--- src/rtl/sd_cmd_phy.sv ---
// SD CMD-line serial engine: sends a 48-bit command with its CRC7, then
// optionally captures and checks a 48-bit response within an NCR timeout.
module sd_cmd_phy #(
    parameter int TIMEOUT = 64,
    parameter int NCC     = 8
) (
    input  logic        clk,
    input  logic        rst_n,
    input  logic        start_i,
    input  logic [5:0]  idx_i,
    input  logic [31:0] arg_i,
    input  logic        resp_en_i,
    input  logic        crc_chk_i,
    output logic        busy_o,
    output logic        done_o,
    output logic [5:0]  resp_idx_o,
    output logic [31:0] resp_o,
    output logic        timeout_o,
    output logic        crc_err_o,
    input  logic        cmd_i,
    output logic        cmd_o,
    output logic        cmd_oe_o
);

    localparam int CNT_MAX = ((TIMEOUT + 1) > 48) ?
                             (((TIMEOUT + 1) > NCC) ? (TIMEOUT + 1) : NCC) :
                             ((NCC > 48) ? NCC : 48);
    localparam int CNT_W   = $clog2(CNT_MAX + 1);

    localparam logic [CNT_W-1:0] CNT_ONE     = CNT_W'(1);
    localparam logic [CNT_W-1:0] CNT_CRC_END = CNT_W'(40);
    localparam logic [CNT_W-1:0] CNT_TX_LAST = CNT_W'(48);
    localparam logic [CNT_W-1:0] CNT_RX_CRC  = CNT_W'(39);
    localparam logic [CNT_W-1:0] CNT_RX_LAST = CNT_W'(47);
    localparam logic [CNT_W-1:0] CNT_TMO     = CNT_W'(TIMEOUT);
    localparam logic [CNT_W-1:0] CNT_GAP     = CNT_W'(NCC);

    typedef enum logic [2:0] {
        ST_IDLE = 3'd0,
        ST_SEND = 3'd1,
        ST_WAIT = 3'd2,
        ST_RECV = 3'd3,
        ST_GAP  = 3'd4,
        ST_DONE = 3'd5
    } state_t;

    function automatic logic [6:0] crc7_step(input logic [6:0] crc, input logic bit_in);
        logic fb;
        fb = bit_in ^ crc[6];
        return {crc[5:0], 1'b0} ^ (fb ? 7'h09 : 7'h00);
    endfunction

    state_t           state_q, state_d;
    logic [CNT_W-1:0] cnt_q, cnt_d;
    logic [46:0]      tx_sr_q, tx_sr_d;
    logic [46:0]      rx_sr_q, rx_sr_d;
    logic [6:0]       crc_q, crc_d;
    logic             resp_en_q, resp_en_d;
    logic             crc_chk_q, crc_chk_d;
    logic             cmd_o_q, cmd_o_d;
    logic             cmd_oe_q, cmd_oe_d;
    logic             busy_q, busy_d;
    logic             done_q, done_d;
    logic [5:0]       resp_idx_q, resp_idx_d;
    logic [31:0]      resp_q, resp_d;
    logic             timeout_q, timeout_d;
    logic             crc_err_q, crc_err_d;
    logic [6:0]       crc_tx_s;
    logic [6:0]       crc_rx_s;

    assign crc_tx_s = crc7_step(crc_q, cmd_o_q);
    assign crc_rx_s = crc7_step(crc_q, cmd_i);

    // State register
    always_ff @(posedge clk or negedge rst_n) begin
        if (!rst_n) begin
            state_q <= ST_IDLE;
        end else begin
            state_q <= state_d;
        end
    end

    // Next-state logic
    always_comb begin
        state_d = state_q;
        case (state_q)
            ST_IDLE: begin
                if (start_i) state_d = ST_SEND;
                else         state_d = ST_IDLE;
            end
            ST_SEND: begin
                if (cnt_q == CNT_TX_LAST) state_d = resp_en_q ? ST_WAIT : ST_GAP;
                else                      state_d = ST_SEND;
            end
            ST_WAIT: begin
                // timeout_q set means the one-cycle flag-visible slot has elapsed
                if (timeout_q)   state_d = ST_GAP;
                else if (!cmd_i) state_d = ST_RECV;
                else             state_d = ST_WAIT;
            end
            ST_RECV: begin
                if (cnt_q == CNT_RX_LAST) state_d = ST_GAP;
                else                      state_d = ST_RECV;
            end
            ST_GAP: begin
                if (cnt_q == CNT_GAP) state_d = ST_DONE;
                else                  state_d = ST_GAP;
            end
            ST_DONE: state_d = ST_IDLE;
            default: state_d = ST_IDLE;
        endcase
    end

    // Output decode from the upcoming state so the flops line up with it
    always_comb begin
        busy_d   = (state_d != ST_IDLE);
        done_d   = (state_d == ST_DONE);
        cmd_oe_d = (state_d == ST_SEND);
    end

    // Datapath next-state: counters, shifters, CRC and status
    always_comb begin
        tx_sr_d    = tx_sr_q;
        rx_sr_d    = rx_sr_q;
        crc_d      = crc_q;
        resp_en_d  = resp_en_q;
        crc_chk_d  = crc_chk_q;
        cmd_o_d    = 1'b1;
        resp_idx_d = resp_idx_q;
        resp_d     = resp_q;
        timeout_d  = timeout_q;
        crc_err_d  = crc_err_q;

        if (state_d == ST_IDLE)      cnt_d = {CNT_W{1'b0}};
        else if (state_d != state_q) cnt_d = CNT_ONE;
        else                         cnt_d = cnt_q + CNT_ONE;

        case (state_q)
            ST_IDLE: begin
                if (start_i) begin
                    resp_en_d  = resp_en_i;
                    crc_chk_d  = crc_chk_i;
                    cmd_o_d    = 1'b0;
                    tx_sr_d    = {1'b1, idx_i, arg_i, 7'h00, 1'b1};
                    crc_d      = 7'h00;
                    resp_idx_d = 6'h00;
                    resp_d     = 32'h0000_0000;
                    timeout_d  = 1'b0;
                    crc_err_d  = 1'b0;
                end else begin
                    cmd_o_d = 1'b1;
                end
            end
            ST_SEND: begin
                if (cnt_q <= CNT_CRC_END) crc_d = crc_tx_s;
                else                      crc_d = crc_q;
                // Once the 40th bit is out, the CRC bits take over the reserved slots
                if (cnt_q == CNT_CRC_END) begin
                    cmd_o_d = crc_tx_s[6];
                    tx_sr_d = {crc_tx_s[5:0], 1'b1, 40'h00_0000_0000};
                end else if (cnt_q < CNT_TX_LAST) begin
                    cmd_o_d = tx_sr_q[46];
                    tx_sr_d = {tx_sr_q[45:0], 1'b0};
                end else begin
                    cmd_o_d = 1'b1;
                end
            end
            ST_WAIT: begin
                if (!timeout_q && !cmd_i) begin
                    crc_d = 7'h00;
                end else if (!timeout_q && (cnt_q == CNT_TMO)) begin
                    timeout_d = 1'b1;
                end else begin
                    crc_d = crc_q;
                end
            end
            ST_RECV: begin
                rx_sr_d = {rx_sr_q[45:0], cmd_i};
                if (cnt_q <= CNT_RX_CRC) crc_d = crc_rx_s;
                else                     crc_d = crc_q;
                if (cnt_q == CNT_RX_LAST) begin
                    resp_idx_d = rx_sr_d[45:40];
                    resp_d     = rx_sr_d[39:8];
                    crc_err_d  = (crc_chk_q && (crc_q != rx_sr_d[7:1])) || !cmd_i;
                end else begin
                    crc_err_d  = crc_err_q;
                end
            end
            ST_GAP:  cmd_o_d = 1'b1;
            ST_DONE: cmd_o_d = 1'b1;
            default: cmd_o_d = 1'b1;
        endcase
    end

    // Datapath and registered outputs
    always_ff @(posedge clk or negedge rst_n) begin
        if (!rst_n) begin
            cnt_q      <= {CNT_W{1'b0}};
            tx_sr_q    <= 47'h0;
            rx_sr_q    <= 47'h0;
            crc_q      <= 7'h00;
            resp_en_q  <= 1'b0;
            crc_chk_q  <= 1'b0;
            cmd_o_q    <= 1'b1;
            cmd_oe_q   <= 1'b0;
            busy_q     <= 1'b0;
            done_q     <= 1'b0;
            resp_idx_q <= 6'h00;
            resp_q     <= 32'h0000_0000;
            timeout_q  <= 1'b0;
            crc_err_q  <= 1'b0;
        end else begin
            cnt_q      <= cnt_d;
            tx_sr_q    <= tx_sr_d;
            rx_sr_q    <= rx_sr_d;
            crc_q      <= crc_d;
            resp_en_q  <= resp_en_d;
            crc_chk_q  <= crc_chk_d;
            cmd_o_q    <= cmd_o_d;
            cmd_oe_q   <= cmd_oe_d;
            busy_q     <= busy_d;
            done_q     <= done_d;
            resp_idx_q <= resp_idx_d;
            resp_q     <= resp_d;
            timeout_q  <= timeout_d;
            crc_err_q  <= crc_err_d;
        end
    end

    assign cmd_o      = cmd_o_q;
    assign cmd_oe_o   = cmd_oe_q;
    assign busy_o     = busy_q;
    assign done_o     = done_q;
    assign resp_idx_o = resp_idx_q;
    assign resp_o     = resp_q;
    assign timeout_o  = timeout_q;
    assign crc_err_o  = crc_err_q;

endmodule

--- config.mk ---
export PLATFORM = sky130hd
export DESIGN_NAME = sd_cmd_phy
export DESIGN_NICKNAME = d
export VERILOG_FILES = /design/src/rtl/sd_cmd_phy.sv
export SDC_FILE = /design/constraint.sdc
export NUM_CORES = 1
export LEC_CHECK = 0
export ABC_CLOCK_PERIOD_IN_PS = 5400
export BUFFER_PORTS_ARGS = -buffer_cell sky130_fd_sc_hd__buf_2
export CORE_UTILIZATION = 55
export CTS_CLUSTER_DIAMETER = 30
export DETAILED_ROUTE_END_ITERATION = 6
export PLACE_DENSITY = 0.77
export SETUP_SLACK_MARGIN = 0.05
export SLEW_MARGIN = 20
export SYNTH_ARGS = -nofsm -noshare
export SYNTH_HDL_FRONTEND = slang
export SYNTH_SLANG_ARGS = --single-unit
--- constraint.sdc ---
create_clock -name clk -period 5.4 [get_ports clk]
set_input_delay 1.08 -clock clk [delete_from_list [all_inputs] [get_ports clk]]
set_output_delay 1.08 -clock clk [all_outputs]
set_load 0.02 [all_outputs]
==> impl_metrics.json <==
{
  "outcome": "finished, final reports clean",
  "totalWireLength_um": 13100,
  "die_y_um": 113,
  "antenna_found_initial": 0,
  "htreeDepth": 4,
  "antenna_cells": 0,
  "first_iter_violations": 285,
  "min_from": "rx_sr_q[38]",
  "num_vias": 4658,
  "syn_area_per_cell_sq_um": 11.9,
  "clock-root-buffer": "clkbuf_16",
  "timing.rr.end": "resp_o[24]",
  "synth_cell_type_count": 57,
  "ir_worst_vdd_mv": 0.220,
  "setup_viol": 0,
  "area_growth_pct": 16.7,
  "yosysSeqAreaShare_pct": 56.8,
  "dr.pass1.iters": 5,
  "crit_path_max_incr_delay_ns": 0.89,
  "n_fill_cell": 897,
  "cp.depth": 4,
  "crit_end": "resp_o[24]",
  "drv_cap": 0,
  "whs_ns": 0.464,
  "grt_pass1_wl_um": 23000,
  "layout-drive-gt1-share_pct": 26.4,
  "grt_usage_pct": 22.8,
  "final_nets": 694,
  "grt_pass1_vias": 4710,
  "worstRegToRegCells": 4,
  "worst_ep_arrival_time_ns": 3.12,
  "core.rowCount": 40,
  "synth_warnings": 0,
  "max_slew_margin_pct": 34.6,
  "cp_slowest_cell": "a31o_2",
  "synth_flop_cell": "dfrtp_1",
  "pin_count": 88,
  "slew_viol_final": 0,
  "syn_inst": 575,
  "cp-start-kind": "flip-flop",
  "min_period_ns": 2.82,
  "syn_nets": 621,
  "fmax_mhz": 355,
  "synth_top_area_share_pct": 56.4,
  "grt_max_degree": 116,
  "crit_type": "flip-flop to flip-flop",
  "finalCritPeriodShare_pct": 52.2,
  "clock-sinks": 155,
  "hold_path.class": "flip-flop to flip-flop",
  "core-area_sq_mm": 0.0121,
  "cts_buffer_depth": 2,
  "cp_top_family": "compound AO/OA/AOI/OAI gates",
  "detail-route-antenna-nets": 0,
  "postSynthRegisterBits": 155,
  "cts_setup_buffers": 0,
  "die_area_sq_mm": 0.0129,
  "leakage_nw": 4.34,
  "dp_hpwl_um": 8240,
  "ys_async_sr_fraction_pct": 100,
  "endpoint_kind": "flip-flop",
  "power_density_mw_per_mm2": 317,
  "numCtsBuffers": 17,
  "cts_hold_buffers": 0,
  "die_w_um": 113,
  "crit_chain": "inv_1, nor2_1, a31o_2, mux2_2",
  "rsz0062_at_grt": "false",
  "synthTopCellsByArea": "dfrtp_1 56%, mux2_2 6.4%, and2_1 6.3%",
  "clkLatencyLatePin_ns": 0.42,
  "rrSetupSlack_ns": 2.58,
  "gp_congestion": 0.849,
  "hold_violations": 0,
  "fin_worst_skew_ns": 0.00481,
  "drc": 0,
  "wire_per_inst_um": 15.8,
  "critPathRequiredTime_ns": 5.70,
  "setup_tns_ns": 0,
  "path_clk_slew_ns": 0.06,
  "netlist_area_sq_mm": 0.00683,
  "synth-edff-count": 0,
  "overflow": 0,
  "cts_resized": 0,
  "start_util_pct": 56.7,
  "worst_pin_slew_ns": 0.982,
  "cp-startpoint": "state_q[0]",
  "yosysTopAreaCell": "dfrtp_1",
  "cp_num_buf_inv": 1,
  "worstPathMaxFanout": 37,
  "io_buffers": 87,
  "via_per_inst": 5.63,
  "reg2reg_from": "state_q[0]",
  "cts_tree": "yes"
}
## worst min path at each step
stage | to | slack [ns] | cells past startpoint
2_1_floorplan | rx_sr_q[7] | 0.44 | 2
3_3_place_gp | rx_sr_q[41] | 0.45 | 1
3_5_place_dp | rx_sr_q[39] | 0.46 | 1
4_1_cts | rx_sr_q[18] | 0.47 | 1
5_1_grt | rx_sr_q[8] | 0.49 | 1
6_report | rx_sr_q[38] | 0.46 | 1
## metrics by stage
step | instance area [sq um] | utilization [%] | power, W | std cells | setup slack (ns)
after floorplan | 6830 | - | 0.00130 | 575 | 2.54
after global placement | 7370 | 61.1 | 0.00135 | 797 | 2.32
after detailed placement | 7370 | 61.1 | 0.00136 | 797 | 2.23
after CTS | 7970 | 66.1 | 0.00256 | 828 | 2.57
after global routing | 7980 | 66.1 | 0.00263 | 828 | 2.37
final | 7980 | 66.1 | 0.00253 | 828 | 2.58
## registers in the layout, indices dropped and copies added, names as in the netlist
name and flops:
cnt_q 7, resp_o 32, resp_idx_o 6, rx_sr_q 45, cmd_oe_o 1, crc_err_o 1, cmd_o 1, timeout_o 1
busy_o 1, resp_en_q 1, state_q 3, crc_q 7, tx_sr_q 47, done_o 1, crc_chk_q 1
## synth_stat cells, drive strengths merged, types with 5 or more instances
cell	count
mux2	39
xnor2	13
nor2	15
a22o	7
a21oi	5
nor3	9
buf	14
a21o	38
dfrtp	154
nand2	49
o21ai	11
and2	69
inv	10
clkbuf	26
mux2i	14
a221o	32
## metal layers
metal  track usage, %  up-vias  part of all wire (%)
li1                 -     2192                     -
met1             31.0     2326                    45
met2             36.0      118                    49
met3             5.37       22                   4.1
met4             8.33        0                   1.6
met5                0        -                     0
## report_power, final
group	total (W)	switching, W	internal (W)
clock	0.00119	0.000439	0.000752
combinational	0.000117	0.0000586	0.0000584
sequential	0.00122	0.0000329	0.00119
total	0.00253	0.000530	0.00200
## cells in the final DEF, fill, tap and decap left out, drive strengths merged, types with 3 or more instances in the layout
cell	instances
a21o	38
a21oi	5
a221o	32
a22o	7
a31o	3
and2	69
buf	93
clkbuf	27
dfrtp	154
inv	10
mux2	39
mux2i	14
nand2	49
nand2b	3
nand3	4
nor2	15
nor2b	4
nor3	9
nor3b	3
nor4b	3
o211ai	4
o21ai	11
o311ai	4
or3	4
or3b	3
xnor2	13
## cells by family (layout without fill, tap and decap cells)
kind of cell / after synthesis / after routing / share of synthesized area, %
compound gates: 125 / 125 / 15.1
flops: 155 / 155 / 56.8
fa+ha+maj: 2 / 2 / 0.366
buf+inv: 50 / 135 / 3.15
xor+xnor: 16 / 16 / 2.25
simple gates: 174 / 174 / 13.9
mux: 53 / 53 / 8.48
## final cells by class
class,instances,area (sq um),area share (%)
tap,168,210,2.64
clock buffer,26,519,6.51
clock inverter,5,81.3,1.02
timing repair buffer,94,497,6.23
inverter,10,37.5,0.471
multi-input combinational,370,2750,34.5
sequential,155,3880,48.7
(Power assumes the default switching activity.)
